`src/rtl/arith_pkg.sv`:
```
// Shared definitions for the sequential arithmetic blocks (multiplier and divider):
// FSM state encoding and the width helper used to size iteration counters.
package arith_pkg;

  typedef enum logic [1:0] {
    ST_IDLE = 2'd0,
    ST_OP   = 2'd1,
    ST_FIX  = 2'd2,
    ST_DONE = 2'd3
  } arith_state_e;

  // floor(log2(v)); ld(v)+1 bits always hold the value v itself
  function automatic int ld(input int v);
    int r;
    int x;
    r = 0;
    x = v;
    while (x > 1) begin
      x = x >> 1;
      r = r + 1;
    end
    return r;
  endfunction

endpackage

```
`src/rtl/mul_seq.sv`:
```
// Sequential shift-and-add multiplier, W x W -> 2W, one product bit per cycle,
// unsigned or two's-complement signed, trigger/ready/done handshake.
//
// state   | meaning
// --------+-------------------------------------------------------------
// ST_IDLE | ready=1, waiting for str_trg; operands loaded on accept
// ST_OP   | one shift-and-add iteration per cycle, W cycles
// ST_FIX  | apply sign to the 2W-bit magnitude, publish result
// ST_DONE | done_trg=1 for one cycle, then back to idle
module mul_seq
  import arith_pkg::*;
#(
  parameter int W    = 32,
  parameter int CBIT = ld(W) + 1
) (
  input  logic         clk,
  input  logic         reset,
  input  logic         str_trg,
  input  logic         sgn,
  input  logic [W-1:0] mcnd,
  input  logic [W-1:0] mplr,
  output logic         ready,
  output logic         done_trg,
  output logic [W-1:0] prod_hi,
  output logic [W-1:0] prod_lo
);

  arith_state_e state_q, state_d;

  logic [W-1:0]    a_q, a_d;
  logic [W-1:0]    hi_q, hi_d;
  logic [W-1:0]    lo_q, lo_d;
  logic [W-1:0]    res_hi_q, res_hi_d;
  logic [W-1:0]    res_lo_q, res_lo_d;
  logic            neg_q, neg_d;
  logic [CBIT-1:0] n_q, n_d;

  logic [W:0]      sum;
  logic [2*W-1:0]  acc;
  logic [2*W-1:0]  acc_fix;
  logic [W-1:0]    mcnd_mag;
  logic [W-1:0]    mplr_mag;

  // The most negative operand negates to itself, which read as unsigned is the
  // correct magnitude 2^(W-1).
  always_comb begin
    mcnd_mag = (sgn && mcnd[W-1]) ? -mcnd : mcnd;
    mplr_mag = (sgn && mplr[W-1]) ? -mplr : mplr;
  end

  always_comb begin
    sum = {1'b0, hi_q} + (lo_q[0] ? {1'b0, a_q} : {(W+1){1'b0}});
  end

  always_comb begin
    acc     = {hi_q, lo_q};
    acc_fix = neg_q ? -acc : acc;
  end

  always_comb begin
    state_d  = state_q;
    a_d      = a_q;
    hi_d     = hi_q;
    lo_d     = lo_q;
    neg_d    = neg_q;
    n_d      = n_q;
    res_hi_d = res_hi_q;
    res_lo_d = res_lo_q;

    case (state_q)
      ST_IDLE: begin
        if (str_trg) begin
          neg_d   = sgn & (mcnd[W-1] ^ mplr[W-1]);
          a_d     = mcnd_mag;
          lo_d    = mplr_mag;
          hi_d    = '0;
          n_d     = CBIT'(W);
          state_d = ST_OP;
        end
      end
      ST_OP: begin
        // {c,s,lo} >> 1: carry enters hi, sum LSB shifts into lo
        hi_d = sum[W:1];
        lo_d = {sum[0], lo_q[W-1:1]};
        n_d  = n_q - CBIT'(1);
        if (n_q == CBIT'(1)) begin
          state_d = ST_FIX;
        end
      end
      ST_FIX: begin
        {hi_d, lo_d}         = acc_fix;
        {res_hi_d, res_lo_d} = acc_fix;
        state_d              = ST_DONE;
      end
      ST_DONE: begin
        state_d = ST_IDLE;
      end
      default: begin
        state_d = ST_IDLE;
      end
    endcase
  end

  always_ff @(posedge clk or posedge reset) begin
    if (reset) begin
      state_q  <= ST_IDLE;
      a_q      <= '0;
      hi_q     <= '0;
      lo_q     <= '0;
      neg_q    <= 1'b0;
      n_q      <= '0;
      res_hi_q <= '0;
      res_lo_q <= '0;
    end else begin
      state_q  <= state_d;
      a_q      <= a_d;
      hi_q     <= hi_d;
      lo_q     <= lo_d;
      neg_q    <= neg_d;
      n_q      <= n_d;
      res_hi_q <= res_hi_d;
      res_lo_q <= res_lo_d;
    end
  end

  assign ready    = (state_q == ST_IDLE);
  assign done_trg = (state_q == ST_DONE);
  assign prod_hi  = res_hi_q;
  assign prod_lo  = res_lo_q;

endmodule

```
`config.mk`:
```
export PLATFORM = sky130hd
export DESIGN_NAME = mul_seq
export DESIGN_NICKNAME = d
export VERILOG_FILES = /design/src/rtl/arith_pkg.sv /design/src/rtl/mul_seq.sv
export SDC_FILE = /design/constraint.sdc
export NUM_CORES = 1
export LEC_CHECK = 0
export ABC_AREA = 1
export BUFFER_PORTS_ARGS = -buffer_cell sky130_fd_sc_hd__buf_2
export CORE_MARGIN = 2
export CORE_UTILIZATION = 35
export CTS_CLUSTER_DIAMETER = 150
export DETAILED_ROUTE_END_ITERATION = 10
export HOLD_SLACK_MARGIN = 0.02
export PLACE_DENSITY_LB_ADDON = 0.25
export SLEW_MARGIN = 15
export SYNTH_ARGS = -nofsm -noshare
export SYNTH_HDL_FRONTEND = slang
export SYNTH_SLANG_ARGS = --single-unit
```
`constraint.sdc`:
```
create_clock -name clk -period 6.5 [get_ports clk]
set_clock_uncertainty 0.15 [all_clocks]
set_input_delay 0.325 -clock clk [delete_from_list [all_inputs] [get_ports clk]]
set_output_delay 0.325 -clock clk [all_outputs]
set_load 0.1 [all_outputs]
```
==> flow_summary.yaml, run 1 <==
flow_run:
  cap_viol_max_count: 0
setup_path:
  crit_chain: "inv_1, ha_1, inv_1, nor2_2, nor2_4, buf_4, inv_2, nor2_2, inv_1, a21oi_1, nand2_1, o21ai_0, nor2_1"
  crit_path_end_kind: "flop"
  r2r_cells: 13
  regToRegSetupSlack_ps: 2410
  cp_common_cell: "inv_1"
  slowest_stage: "nor2_2"
  arrival_ps: 4290
  slowest_delay_ps: 890
  worst-setup-path-type: "reg -> reg"
  reg2reg_from: "state_q[0]"
  cp.buffers_inverters: 5
  cp-start-kind: "flop"
  crit_fanout: 46
  critical_path_required_ps: 6690
  rr_endpoint: "lo_q[29]"
  critPathTopFamily: "buffers and inverters"
cells_and_area:
  fin_util: 0.397
  final_area_um2: 15400
  fin_cells: 2894
  antenna_cells: 0
  nNetsFinal: 2475
  nFillCells: 4282
  areaGrowthSynthToFinish_pct: 11.6
  seq_area_um2: 4230
  multi_input_area_um2: 8040
  drive_gt1_frac: 0.0934
timing:
  hold_viol: 0
  maxSlewViolCount: 0
  finalSetupViolCount: 0
  slew_headroom: 0.302
  rsz0062_at_grt: "no"
  min_period_ps: 4090
  fin_crit_sh: 0.630
  fin_setup_tns_ps: 0
  fmax_mhz: 244
  tightest_slew_ps: 1050
cts:
  cts_made_buffers: 17
  clk_latency_ps: 460
  h-tree-depth: 4
  cts_resized: 0
  cts_sinks: 169
  clk_pin_slew_ps: 70
  clk_path_buf_depth: 2
  cts-root-buf: "clkbuf_16"
  tritoncts: "done"
pwr:
  power_density_nw_per_um2: 566
  p_leak_nw: 8.56
  power.total_w: 0.00872
  peakVddDrop_mv: 0.329
route:
  drtAntennaViolNets: 0
  drt-pass1-iter-count: 5
  drtIter0Drc: 1029
  viasPerCell: 5.04
  drc: 0
  via_count: 14577
  totalWireLength_um: 46000
  avgRoutedWirePerCell_um: 15.9
place:
  post-dp-hpwl_um: 35500
  place_congestion: 0.925
  place_area_um2: 14800
  placed_cells: 2859
  io_buffers: 133
logic_synthesis:
  post-synth-top-area-cell: "dfrtp_1"
  ys_warn_count: 0
  synth-edff-count: 0
  synth-xor-area-share: 0.0165
  synth.avg_cell_area_um2: 6.10
  synth_area_um2: 13800
  synth_compound_area_frac: 0.106
  ys_seq_area_frac: 0.306
  yosys.area.top_type_share: 0.306
  synthSimpleGateAreaFrac: 0.419
  synthFlopType: "dfrtp_1"
  ys_types: 54
  syn_nets: 2377
  synth-seq-cells: 169
  ys_top_cells_by_count: "nand2_1 (821), inv_1 (310), nor2_1 (255)"
  post-synth-top-count-cell: "nand2_1"
  synth_fa_ha_area_frac: 0.0395
  synth_cells: 2266
  synthArstFlopShare: 1.00
  synth_area_leaders: "dfrtp_1 (31%), nand2_1 (22%), inv_1 (8.4%)"
  synthMuxAreaShare: 0
  synth_top_family_by_area: "simple AND/OR/NAND/NOR gates"
global_routing:
  grt_util_all_layers: 0.225
  grt_max_degree: 103
  overflow: 0
  grt_pass1_vias: 13532
  antenna_found_initial: 0
  grt_first_pass_wirelength_um: 72900
die:
  die_width_um: 203
  core_um2: 38800
  std_cell_rows: 72
  die-area_um2: 41100
  start_util: 0.356
  die_h_um: 203
  pin_count: 134
hold_path:
  hp-class: "in -> reg"
  worstHoldStart: "mcnd[0]"
  holdPathEnd: "a_q[0]"
  hold_depth: 3
status:
  status: "finished, final reports clean"
[report_power, final]
part           leakage, nW  switching, W  internal (W)
Combinational         6.19       0.00420       0.00142
Sequential            2.11      0.000540       0.00157
Clock                0.259      0.000491      0.000506
Total                 8.56       0.00523       0.00349
[layout by cell type, fill, tap and decap left out, drive strengths merged]
cell         Yosys  routed
a21o             7       7
and2             5       5
or3b             1       1
nand3          197     197
o221ai           1       1
o22ai           10      10
dlygate4sd3      0       4
nor3            27      27
nand3b          10      10
or2              4       4
fa               1       1
a21boi           1       1
xnor2            7       7
a211oi           3       3
nor2b            1       1
buf             24     141
o32ai            3       3
a21oi           91      91
nor4             3       3
clkinvlp         0       4
nand2          834     834
o21ai          116     116
a221oi           1       1
a31oi            3       3
o21bai           5       5
clkbuf          40      18
nor2           268     268
o211ai          13      13
ha              42      42
dfrtp          169     169
clkinv           2       5
and3             3       3
inv            314     320
nand4           31      31
o31ai            8       8
xor2            19      19
[cell families (layout without fill, tap and decap cells)]
logic type / count (synthesis) / count (layout)
buf+inv: 382 / 492
fa+ha+maj: 43 / 43
xor+xnor: 26 / 26
flops: 169 / 169
compound gates: 262 / 262
simple gates: 1384 / 1384
[sequential cells by signal, summed over array words and instances (netlist names)]
register  cells
prod_hi      32
prod_lo      32
neg_q         1
n_q           6
lo_q         32
a_q          32
state_q       2
hi_q         32
[worst max path at each step]
stage / start / to / slack, ps / cells after the start
global placement: state_q[0] / lo_q[28] / 2570 / 13
floorplan: reset / a_q[0] / 1450 / 1
CTS: state_q[0] / lo_q[26] / 2460 / 13
global route: state_q[0] / lo_q[29] / 2030 / 13
finish: state_q[0] / lo_q[29] / 2410 / 13
detailed placement: state_q[0] / lo_q[26] / 2490 / 13
[routing by layer]
metal / part of all wire / GRT usage / up-vias
met5: 0 / 0 / -
met1: 0.47 / 0.315 / 6742
met4: 0.028 / 0.0743 / 0
met3: 0.060 / 0.0329 / 66
li1: - / - / 7347
met2: 0.44 / 0.357 / 422
[cell type report]
type | count | area share
inverters | 316 | 0.0774
repair buffers | 145 | 0.0496
clock buffers | 18 | 0.0285
clock inverters | 13 | 0.00714
multi-input cells | 1715 | 0.521
well taps | 518 | 0.0420
flip-flops and latches | 169 | 0.274
[worst reg2reg max path: stages (launching register included)]
cell     delay (ps)
dfrtp_1         420
inv_1           110
ha_1            310
inv_1           100
nor2_2           60
nor2_4           60
buf_4           430
inv_2           390
nor2_2          900
inv_1           580
a21oi_1         260
nand2_1          70
o21ai_0          70
nor2_1           70
[through the flow]
stage / hold WS (ps) / setup WS, ps
6_report: 32.6 / 2410
5_1_grt: 45.2 / 2030
4_1_cts: 21.1 / 2460
3_5_place_dp: 312 / 2490
3_3_place_gp: 309 / 2570
2_1_floorplan: 299 / 1450
[timing repair]
item                                    4_1_cts  5_1_grt
hold buffers                                  4        0
endpoints found under the setup margin        0        0
buffers inserted                              0        0
hold endpoints to repair                    104        0
Note: power is estimated with default switching activity, not from simulation.
==> run 2: changes to the inputs <==
==> constraint.sdc (replaced) <==
create_clock -name clk -period 3.5 [get_ports clk]
set_clock_uncertainty 0.15 [all_clocks]
set_input_delay 0.175 -clock clk [delete_from_list [all_inputs] [get_ports clk]]
set_output_delay 0.175 -clock clk [all_outputs]
set_load 0.1 [all_outputs]
==> run 2 against run 1 <==
Effect of this change:
- via count is 1.6% higher
- utilization is 1.7 points higher
- die area stayed put
- sequential share of layout area is 1.1 points lower
- combinational power is 90% higher
- sequential cell count stayed put
- wire length is 2.7% higher
- setup slack worse by 2000 ps
- critical path depth is 4 lower
- non-clock buffer count is 61 higher
==> flow_summary.yaml, run 2 (synthesized netlist as in run 1, its figures left out) <==
setup_path:
  crit_fanout: 13
  critical_path_required_ps: 3750
  slowest_stage: "dlygate4sd3_1"
  crit_path_end_kind: "flop"
  worst-setup-path-type: "in -> reg"
  cp_common_cell: "dlygate4sd3_1"
  cp.buffers_inverters: 5
  arrival_ps: 3330
  cp-start-kind: "primary input"
  critPathTopFamily: "buffers and inverters"
  slowest_delay_ps: 580
  rr_endpoint: "hi_q[14]"
  regToRegSetupSlack_ps: 620
  r2r_cells: 14
  reg2reg_from: "lo_q[0]"
  crit_chain: "dlygate4sd3_1, buf_2, nand2_1, nor3_1, dlygate4sd3_1, nand3_1, dlygate4sd3_1, a21oi_1, dlygate4sd3_1"
die:
  die_h_um: 203
  die_width_um: 203
  std_cell_rows: 72
  start_util: 0.356
  pin_count: 134
  core_um2: 38800
  die-area_um2: 41100
global_routing:
  grt_pass1_vias: 13668
  grtUsageMet3: 0.0295
  grt_util_all_layers: 0.231
  antenna_found_initial: 0
  met1_usage: 0.327
  overflow: 0
  top_usage_layer: "met2"
  grt_use_met2: 0.367
  grt_max_degree: 170
  grt_first_pass_wirelength_um: 74400
timing:
  slew_headroom: 0.324
  finalSetupViolCount: 0
  fmax_mhz: 324
  fin_setup_tns_ps: 0
  holdWs_ps: 30.6
  min_period_ps: 3090
  hold_viol: 0
  tightest_slew_ps: 1010
  maxSlewViolCount: 0
  rsz0062_at_grt: "no"
  fin_crit_sh: 0.882
cts:
  cts_sinks: 169
  cts_made_buffers: 17
  h-tree-depth: 4
  tritoncts: "done"
  cts-root-buf: "clkbuf_16"
  clk_latency_ps: 470
  clk_path_buf_depth: 2
  cts_setup_buffers: 0
  cts_resized: 0
  clk_pin_slew_ps: 70
status:
  status: "finished, final reports clean"
route:
  drc: 0
  totalWireLength_um: 47200
  viasPerCell: 5.01
  via_count: 14817
  drtIter0Drc: 1088
  drtAntennaViolNets: 0
  avgRoutedWirePerCell_um: 16.0
  drt-pass1-iter-count: 9
place:
  post-dp-hpwl_um: 36200
  place_congestion: 0.959
  place_area_um2: 14900
  io_buffers: 133
  placed_cells: 2867
pwr:
  p_clk_frac: 0.122
  power_density_nw_per_um2: 1030
  combPwrFrac: 0.644
  p_leak_nw: 8.85
  internal_power_w: 0.00669
  power.switching_w: 0.00987
  peakVddDrop_mv: 0.571
  sequentialPowerShare: 0.233
  swShare: 0.596
cells_and_area:
  final_common_cell: "nand2_1"
  areaGrowthSynthToFinish_pct: 16.3
  fin_cells: 2956
  nNetsFinal: 2536
  antenna_cells: 0
  layout_common_cells: "nand2_1 (820), inv_1 (309), nor2_1 (255), nand3_1 (193), dfrtp_1 (168)"
  final_area_um2: 16100
  drive_gt1_frac: 0.0939
hold_path:
  hp-class: "in -> reg"
  hold_depth: 5
  holdPathEnd: "a_q[30]"
  worstHoldStart: "mcnd[30]"
flow_run:
  cap_viol_max_count: 0
run 2: through the flow:
stage	total power, W	setup slack (ps)	util
detailed placement	0.0144	660	0.384
CTS	0.0166	561	0.414
floorplan	0.0119	677	-
finish	0.0166	413	0.414
global route	0.0179	276	0.414
global placement	0.0143	683	0.384
run 2: worst max path at each step:
stage | to | depth (start not counted) | slack (ps) | startpoint
after floorplan | n_q[5] | 8 | 680 | state_q[0]
after global placement | hi_q[14] | 14 | 680 | lo_q[0]
final | a_q[31] | 9 | 410 | sgn
after detailed placement | hi_q[14] | 14 | 660 | lo_q[0]
after CTS | a_q[31] | 9 | 560 | sgn
after global routing | a_q[31] | 9 | 280 | sgn
run 2: what timing repair did:
action | CTS | global route
hold endpoints to repair | 222 | 0
endpoints found under the setup margin | 0 | 0
hold buffers | 57 | 0
run 2: area by class of cell:
| class | count | area, um^2 |
|---|---|---|
| inverter | 316 | 1190 |
| fill | 4246 | 22800 |
| clock inverter | 13 | 156 |
| clock buffer | 19 | 443 |
| multi-input combinational | 1715 | 8040 |
| timing repair buffer | 206 | 1370 |
| sequential | 169 | 4230 |
| tap | 518 | 648 |
run 2: power by group through the flow:
stage                     sequential (W)  combinational, W  clock, W
after floorplan                  0.00600           0.00591         0
after global placement           0.00386            0.0105         0
after detailed placement         0.00388            0.0106         0
after CTS                        0.00385            0.0107   0.00207
after global routing             0.00400            0.0118   0.00214
final                            0.00386            0.0107   0.00203
run 2: worst reg2reg max path, cell delays in order (launching register included):
cell     delay (ps)
dfrtp_1         510
buf_4           330
nand2_1          90
inv_1            60
ha_1            300
nand2_1         150
inv_1            70
nand2_1          90
inv_1            70
a21oi_1         140
nand2_1         170
o21ai_0         390
nand2_1          90
nand2_1          60
o21ai_0          70
run 2: metal layers:
| metal | up-vias | share of wire |
|---|---|---|
| met5 | - | 0 |
| met4 | 0 | 0.023 |
| met3 | 56 | 0.056 |
| met2 | 412 | 0.45 |
| met1 | 6862 | 0.47 |
| li1 | 7487 | - |
